## src/rtl/clocking_pkg.sv

```systemverilog
// Shared clocking definitions: sequencer state encoding, default timing
// constants and the divider width used by the clocking block.
package clocking_pkg;

  localparam int CLK_DIV_W         = 3;
  localparam int DEF_HOLD_CYCLES   = 4;
  localparam int DEF_SETTLE_CYCLES = 16;
  localparam int DEF_LOCK_TIMEOUT  = 1023;

  typedef enum logic [2:0] {
    ST_IDLE,
    ST_LOCKWAIT,
    ST_GATE,
    ST_APPLY,
    ST_SETTLE,
    ST_RELEASE
  } clkseq_state_t;

  function automatic logic cfg_equal(
    input logic [CLK_DIV_W-1:0] a_sel,
    input logic [CLK_DIV_W-1:0] a_sel2,
    input logic                 a_ext,
    input logic [CLK_DIV_W-1:0] b_sel,
    input logic [CLK_DIV_W-1:0] b_sel2,
    input logic                 b_ext
  );
    return (a_sel == b_sel) && (a_sel2 == b_sel2) && (a_ext == b_ext);
  endfunction

endpackage

```

## src/rtl/sync2.sv

```systemverilog
// Two-flop synchronizer for slow level signals entering a clock domain.
module sync2 #(
  parameter int WIDTH = 1
) (
  input  logic             clk,
  input  logic             resetb_async,
  input  logic [WIDTH-1:0] d,
  output logic [WIDTH-1:0] q
);

  logic [WIDTH-1:0] meta_reg;
  logic [WIDTH-1:0] sync_reg;

  always_ff @(posedge clk or negedge resetb_async) begin
    if (!resetb_async) begin
      meta_reg <= '0;
      sync_reg <= '0;
    end else begin
      meta_reg <= d;
      sync_reg <= meta_reg;
    end
  end

  assign q = sync_reg;

endmodule

```

## src/rtl/clock_config_sequencer.sv

```systemverilog
// Applies clock divider / source changes with a gate-apply-settle handshake,
// waits for PLL lock before using the PLL and falls back to external on lock loss.
module clock_config_sequencer
  import clocking_pkg::*;
#(
  parameter int HOLD_CYCLES   = DEF_HOLD_CYCLES,
  parameter int SETTLE_CYCLES = DEF_SETTLE_CYCLES,
  parameter int LOCK_TIMEOUT  = DEF_LOCK_TIMEOUT,
  parameter int CNT_W         = 10
) (
  input  logic       pll_clk,
  input  logic       resetb_async,
  input  logic       pll_lock,
  input  logic       req_valid,
  output logic       req_ready,
  input  logic [2:0] req_sel,
  input  logic [2:0] req_sel2,
  input  logic       req_ext_clk_sel,
  output logic [2:0] sel,
  output logic [2:0] sel2,
  output logic       ext_clk_sel,
  output logic       clk_en,
  output logic       done,
  output logic       err_lock,
  output logic       lock_lost
);

  localparam logic [CNT_W-1:0] HOLD_LOAD    = CNT_W'(HOLD_CYCLES - 1);
  localparam logic [CNT_W-1:0] SETTLE_LOAD  = CNT_W'(SETTLE_CYCLES - 1);
  localparam logic [CNT_W-1:0] TIMEOUT_LOAD = CNT_W'(LOCK_TIMEOUT);

  logic                 lock_s;
  clkseq_state_t        state_reg;
  logic [CNT_W-1:0]     cnt_reg;
  logic [CLK_DIV_W-1:0] req_sel_reg;
  logic [CLK_DIV_W-1:0] req_sel2_reg;
  logic                 req_ext_reg;
  logic [CLK_DIV_W-1:0] sel_reg;
  logic [CLK_DIV_W-1:0] sel2_reg;
  logic                 ext_reg;
  logic                 clk_en_reg;
  logic                 done_reg;
  logic                 err_lock_reg;
  logic                 lock_lost_reg;
  logic                 fallback_needed;
  logic                 accept;

  sync2 #(.WIDTH(1)) u_lock_sync (
    .clk          (pll_clk),
    .resetb_async (resetb_async),
    .d            (pll_lock),
    .q            (lock_s)
  );

  // Running on the PLL without lock: the fallback owns the next IDLE cycle.
  assign fallback_needed = !ext_reg && !lock_s;
  assign req_ready       = (state_reg == ST_IDLE) && !fallback_needed;
  assign accept          = req_valid && req_ready;

  always_ff @(posedge pll_clk or negedge resetb_async) begin
    if (!resetb_async) begin
      state_reg     <= ST_IDLE;
      cnt_reg       <= '0;
      req_sel_reg   <= '0;
      req_sel2_reg  <= '0;
      req_ext_reg   <= 1'b1;
      sel_reg       <= '0;
      sel2_reg      <= '0;
      ext_reg       <= 1'b1;
      clk_en_reg    <= 1'b1;
      done_reg      <= 1'b0;
      err_lock_reg  <= 1'b0;
      lock_lost_reg <= 1'b0;
    end else begin
      done_reg <= 1'b0;
      case (state_reg)
        ST_IDLE: begin
          if (state_reg == ST_IDLE && fallback_needed) begin
            req_sel_reg   <= sel_reg;
            req_sel2_reg  <= sel2_reg;
            req_ext_reg   <= 1'b1;
            lock_lost_reg <= 1'b1;
            cnt_reg       <= HOLD_LOAD;
            state_reg     <= ST_GATE;
          end else if (accept) begin
            req_sel_reg  <= req_sel;
            req_sel2_reg <= req_sel2;
            req_ext_reg  <= req_ext_clk_sel;
            if (cfg_equal(req_sel, req_sel2, req_ext_clk_sel, sel_reg, sel2_reg, ext_reg)) begin
              done_reg <= 1'b1;
            end else if (!req_ext_clk_sel && !lock_s) begin
              cnt_reg   <= TIMEOUT_LOAD;
              state_reg <= ST_LOCKWAIT;
            end else begin
              cnt_reg   <= HOLD_LOAD;
              state_reg <= ST_GATE;
            end
          end
        end
        ST_LOCKWAIT: begin
          if (lock_s) begin
            cnt_reg   <= HOLD_LOAD;
            state_reg <= ST_GATE;
          end else if (cnt_reg == '0) begin
            err_lock_reg <= 1'b1;
            done_reg     <= 1'b1;
            state_reg    <= ST_IDLE;
          end else begin
            cnt_reg <= cnt_reg - 1'b1;
          end
        end
        ST_GATE: begin
          clk_en_reg <= 1'b0;
          if (cnt_reg == '0) begin
            state_reg <= ST_APPLY;
          end else begin
            cnt_reg <= cnt_reg - 1'b1;
          end
        end
        ST_APPLY: begin
          sel_reg   <= req_sel_reg;
          sel2_reg  <= req_sel2_reg;
          ext_reg   <= req_ext_reg;
          cnt_reg   <= SETTLE_LOAD;
          state_reg <= ST_SETTLE;
        end
        ST_SETTLE: begin
          if (cnt_reg == '0) begin
            state_reg <= ST_RELEASE;
          end else begin
            cnt_reg <= cnt_reg - 1'b1;
          end
        end
        ST_RELEASE: begin
          clk_en_reg <= 1'b1;
          done_reg   <= 1'b1;
          state_reg  <= ST_IDLE;
        end
        default: state_reg <= ST_IDLE;
      endcase
    end
  end

  assign sel         = sel_reg;
  assign sel2        = sel2_reg;
  assign ext_clk_sel = ext_reg;
  assign clk_en      = clk_en_reg;
  assign done        = done_reg;
  assign err_lock    = err_lock_reg;
  assign lock_lost   = lock_lost_reg;

endmodule

```

## config.mk

```make
export PLATFORM = sky130hd
export DESIGN_NAME = clock_config_sequencer
export DESIGN_NICKNAME = d
export VERILOG_FILES = /design/src/rtl/clocking_pkg.sv /design/src/rtl/sync2.sv /design/src/rtl/clock_config_sequencer.sv
export SDC_FILE = /design/constraint.sdc
export NUM_CORES = 1
export LEC_CHECK = 0
export BUFFER_PORTS_ARGS = -buffer_cell sky130_fd_sc_hd__clkbuf_2
export CAP_MARGIN = 20
export CORE_MARGIN = 3
export CORE_UTILIZATION = 50
export CTS_CLUSTER_SIZE = 12
export DETAILED_ROUTE_END_ITERATION = 8
export PLACE_DENSITY = 0.81
export SLEW_MARGIN = 10
export SYNTH_ARGS = -nofsm -noshare
export SYNTH_HDL_FRONTEND = slang
export SYNTH_SLANG_ARGS = --single-unit
```

## constraint.sdc

```tcl
create_clock -name pll_clk -period 2.2 [get_ports pll_clk]
set_input_delay 0.22 -clock pll_clk [delete_from_list [all_inputs] [get_ports pll_clk]]
set_output_delay 0.22 -clock pll_clk [all_outputs]
set_load 0.01 [all_outputs]
```

# Yosys cells after proc, flatten, opt, wreduce, memory -nomap -nowiden
# Cells that the tools add are included.
# word_totals
ff_bits	33
out_inout_bits	12
# classes
reduce_logical	22
eq_ne	13
n_bitwise	1
n_mux	29
addsub	1
# op_table
op	count
10-bit two-way mux	6
10-bit case mux with 4 select lines	1
3-bit two-way mux	11
3-bit case mux with 5 select lines	1
10-bit zero test	1
10-bit by 1-bit subtractor with 10-bit output, second input constant	1
1-bit logical AND	7
1-bit two-way mux	7
3-bit by 2-bit equality test with 1-bit output, second input constant	2
3-bit equality test	2
3-bit equality test, second input constant	2
3-bit by 2-bit inequality test with 1-bit output, second input constant	2
3-bit AND reduction	2
5-bit AND reduction	1
1-bit zero test	4
2-bit inequality test, second input constant	2
2-bit AND reduction	2
2-bit nonzero test	2
4-bit nonzero test	1
3-bit by 1-bit equality test with 1-bit output, second input constant	1
3-bit zero test	1
3-bit inequality test, second input constant	1
1-bit case mux with 3 select lines	1
2-bit two-way mux	1
other kinds (4)	4

# Logic depth before layout (Yosys ltp)
# logic_depth
ltp_word	8
ltp_mapped	7

# Cells and area by module
# A second synthesis with hierarchy kept.
# unflattened
cells_unflattened	191
hier_area_um2	1820.5
# modules_own_cells
mod	cells_per_inst	area_each_um2	instances
clock_config_sequencer	189	1770.4	1
sync2	2	50.0	1

# Worst setup path before layout
# OpenSTA, ideal clock, no wires.
# synth_timing
kind	register -> register
from	register cnt_reg[0]
to	register cnt_reg[0]
n_path_buf	0
path_stages_with_launch	7
setup_slack_ps	245
arrival_ps	1819
setup_time_ps	136
t_required_ps	2064
path_cell_list	dfrtp_1 inv_1 ha_1 or4b_1 or3_1 o21ai_0 o22ai_1
# synth_via
elab_chain_len	4
elab_cells_between_ends	5
cone_classes	add/sub (1); mux (3); reduce/logical (1)
# synth_rtl
item	line	source
from (decl)	clock_config_sequencer.sv:34	logic [CNT_W-1:0] cnt_reg;
from (signal assigned)	clock_config_sequencer.sv:109	cnt_reg <= cnt_reg - 1'b1;
from (signal assigned)	clock_config_sequencer.sv:117	cnt_reg <= cnt_reg - 1'b1;
from (signal assigned)	clock_config_sequencer.sv:131	cnt_reg <= cnt_reg - 1'b1;
10-bit by 1-bit subtractor with 10-bit output / 10-bit zero test (equally long branches)	--	
10-bit two-way mux (*)	clock_config_sequencer.sv:104, clock_config_sequencer.sv:114, clock_config_sequencer.sv:128	
10-bit two-way mux	clock_config_sequencer.sv:101	if (lock_s) begin
10-bit case mux with 4 select lines (*)	clock_config_sequencer.sv:76	case (state_reg)
# Mark *: on every way between the ends. The rest lies on a longest branch, timed or not.
# A chain may end at the register's enable or synchronous reset.

# Final worst setup path
# Same ends and word-level chain as after synthesis.

==> impl_results.md <==
* Diode count at 0
* CTS root buffer: clkbuf_4
* Switch Pwr at 0.00134 W
* Crit Path Max Fanout at 5
* Pins over their slew limit at 0
* Final wirelength at 3810 µm
* Leakage at 0.925 nW
* GP Congestion at 0.887
* 1st-iter DRT viols at 91
* Fillers at 294
* Top cells by area, synth: dfrtp_1, nor2_1, dfstp_2, mux2_2, o31ai_1
* Worst Setup Start Kind: register
* Post-detail-place hpwl at 2710 µm
* CP Class: register to register
* Largest net degree at the start of global routing at 34
* Synth Net Count at 203
* Final period utilization at 94.1%
* Routed Antenna Nets at 0
* Clock power frac at 12.7%
* Post-synthesis area per instance at 9.48 µm²
* Via density at 5.68
* Vias in the first global route at 1405
* Total GRT Usage at 19.3%
* Leading area contributor after synthesis: dfrtp_1
* Seq pwr share at 37.7%
* Post-synthesis cell area at 0.00180 mm²
* I/O pins at 23
* Total Power at 0.00311 W
* Endpoints failing setup at 0
* Final Hold Vio Count at 0
* Die width at 66.0 µm
* Die Height at 66.0 µm
* Maximum clock rate at 483 MHz
* WL per Instance at 14.1 µm
* WP data arrival at 2.27 ns
* Routed vias at 1529
* Layout cell share with drive strength beyond 1 at 25.1%
* Cell variety after synth at 41
* Port bufs at 22
* Slew @ Worst Pin at 0.796 ns
* Post-synthesis sequential area ratio at 46.1%
* Global-route wire length before repair at 6510 µm
* Max Cap Violations at 0
* Clk sinks at 33
* Tmin final at 2.07 ns
* DRT Pass-1 Iters at 4
* Nets at 235
* Die ar. at 0.00436 mm²
* Sw frac at 43.0%
* Clk buf depth at 2
* CTS Buf Count at 5
* Synthesized instance count at 190
* Relative slew margins at 46.9%
* Worst VDD drop at 762 µV
* CTS tree: built
* Congestion Overflow GR at 0
* Core area at 0.00339 mm²
* Yosys warnings at 0
* Status: completed
* WP data required at 2.40 ns
* Worst setup EP type: register
* Setup_tns at 0 ns
* RSZ-0062 raised after global routing: no
* Hold crit path type: input port to register
* Number of synthesized register bits at 33
* Clock slew at reported path FFs at 0.10 ns
* Initial Utilization at 53.1%
* Logic gate share of total power at 49.6%
* Final Skew at 0.0153 ns
* Internal power at 0.00177 W
* P&R area growth vs syn at 16.8%
* DRC at 0
* Share of the synthesized area in the top cell type at 41.7%
* Initial antenna violation count at 0
* Site Rows at 21
* H-tree depth at 2
* Clk_lat worst skew at 0.34 ns
* P per Cell Area at 1480 mW/mm²
* Max reg flops at 10
[placed cells by master (no fill, tap or decap), types with 2 or more instances in the layout]
cell type	n
dlygate4sd3_1	2
xnor2_1	7
o22ai_1	2
dfstp_2	3
clkbuf_4	5
nand3_1	2
nor4_1	3
a31oi_1	6
mux2i_1	7
ha_1	2
o31ai_1	10
nor3_2	2
nand2_1	10
a21oi_1	13
nor2b_1	4
clkbuf_8	2
clkbuf_2	22
nor3_1	3
or4_1	2
o21ai_1	3
buf_4	10
inv_1	9
o21ai_0	13
nor2_1	22
mux2_2	7
dfrtp_1	30
nor3b_1	3
[metrics by stage]
step	cells	util (%)	worst slack [ns]	hold slack, ns	cell area, µm²
finish	269	62.1	0.130	0.195	2100
global route	269	62.1	0.0104	0.212	2100
CTS	269	61.8	0.0627	0.189	2090
detailed placement	259	59.1	0.0799	0.330	2000
global placement	259	59.1	0.163	0.329	2000
floorplan	190	-	0.245	-0.0756	1800
[layout make-up]
class                           count  area, µm²  area share, %
Inverter                            9       33.8           1.61
Sequential cell                    33        830           39.4
Clock buffer                        7       65.1           3.09
Multi-Input combinational cell    139        907           43.1
Timing Repair Buffer               34        205           9.76
Tap cell                           46       57.6           2.74
Clock inverter                      1       5.00          0.238
[cell usage after synthesis]
cell,n
nand4_1,1
nor2b_1,4
and2_1,1
o21ai_0,13
nor4b_1,1
o21ai_2,1
a21oi_1,13
o221ai_1,1
o32ai_1,1
or3_1,1
nor4_1,3
nor3_1,3
a211oi_1,1
o21a_1,1
a31oi_1,6
o21bai_1,1
or4b_1,2
a21boi_0,1
a22oi_1,1
a211o_1,1
o31ai_2,1
clkbuf_1,5
ha_1,2
dfstp_2,3
o31ai_1,10
nand3_1,2
or4_1,2
inv_1,9
nor3_2,2
xnor2_1,7
nor3b_1,3
nor2_1,22
o21ai_1,3
mux2_2,7
nand2_1,10
nand2b_1,1
buf_2,4
mux2i_1,7
dfrtp_1,30
o22ai_1,2
a21o_1,1
[what timing repair did]
action                                  CTS  global route
buffers inserted                          0             0
gates resized for setup                   0             2
endpoints found under the setup margin    0             2
endpoints found under the hold margin    31             0
hold buffers                              2             0
[cell families after synthesis]
family | share of synthesized area (%)
compound gates | 20.2
xor+xnor | 3.41
flops | 46.1
mux | 8.27
fa+ha+maj | 1.39
simple gates | 16.7
buf+inv | 4.03
[worst max-delay path, stage by stage, from the launching register on]
cell	delay, ns
dfrtp_1	0.40
inv_1	0.14
ha_1	0.20
or4b_4	0.50
or3_4	0.42
o21ai_0	0.19
o22ai_1	0.10
[power groups by stage]
| stage | registers (W) | logic, W | clock network, W |
|---|---|---|---|
| after floorplan | 0.00111 | 0.00112 | 0 |
| after global placement | 0.00117 | 0.00150 | 0 |
| after detailed placement | 0.00118 | 0.00152 | 0 |
| after CTS | 0.00117 | 0.00153 | 0.000402 |
| after global routing | 0.00122 | 0.00172 | 0.000431 |
| final | 0.00117 | 0.00154 | 0.000394 |
[routing by layer]
layer / track usage, % / wire, µm
met5: 0 / 0
met1: 26.1 / 1690
met2: 29.4 / 1730
met4: 7.36 / 55
met3: 5.44 / 329
[worst paths after layout]
kind	from	end	slack (ns)	cells after the start
hold reg to reg	u_lock_sync.meta_reg	u_lock_sync.q	0.36	0
setup / recovery	cnt_reg[0]	cnt_reg[0]	0.13	6
hold / removal	req_valid	done	0.19	3
max in group asynchronous	resetb_async	sel2[0]	1.21	2
min in group asynchronous	resetb_async	cnt_reg[2]	0.49	2
setup reg to reg	cnt_reg[0]	cnt_reg[0]	0.13	6
No activity file was read; power rests on OpenSTA's default activity.
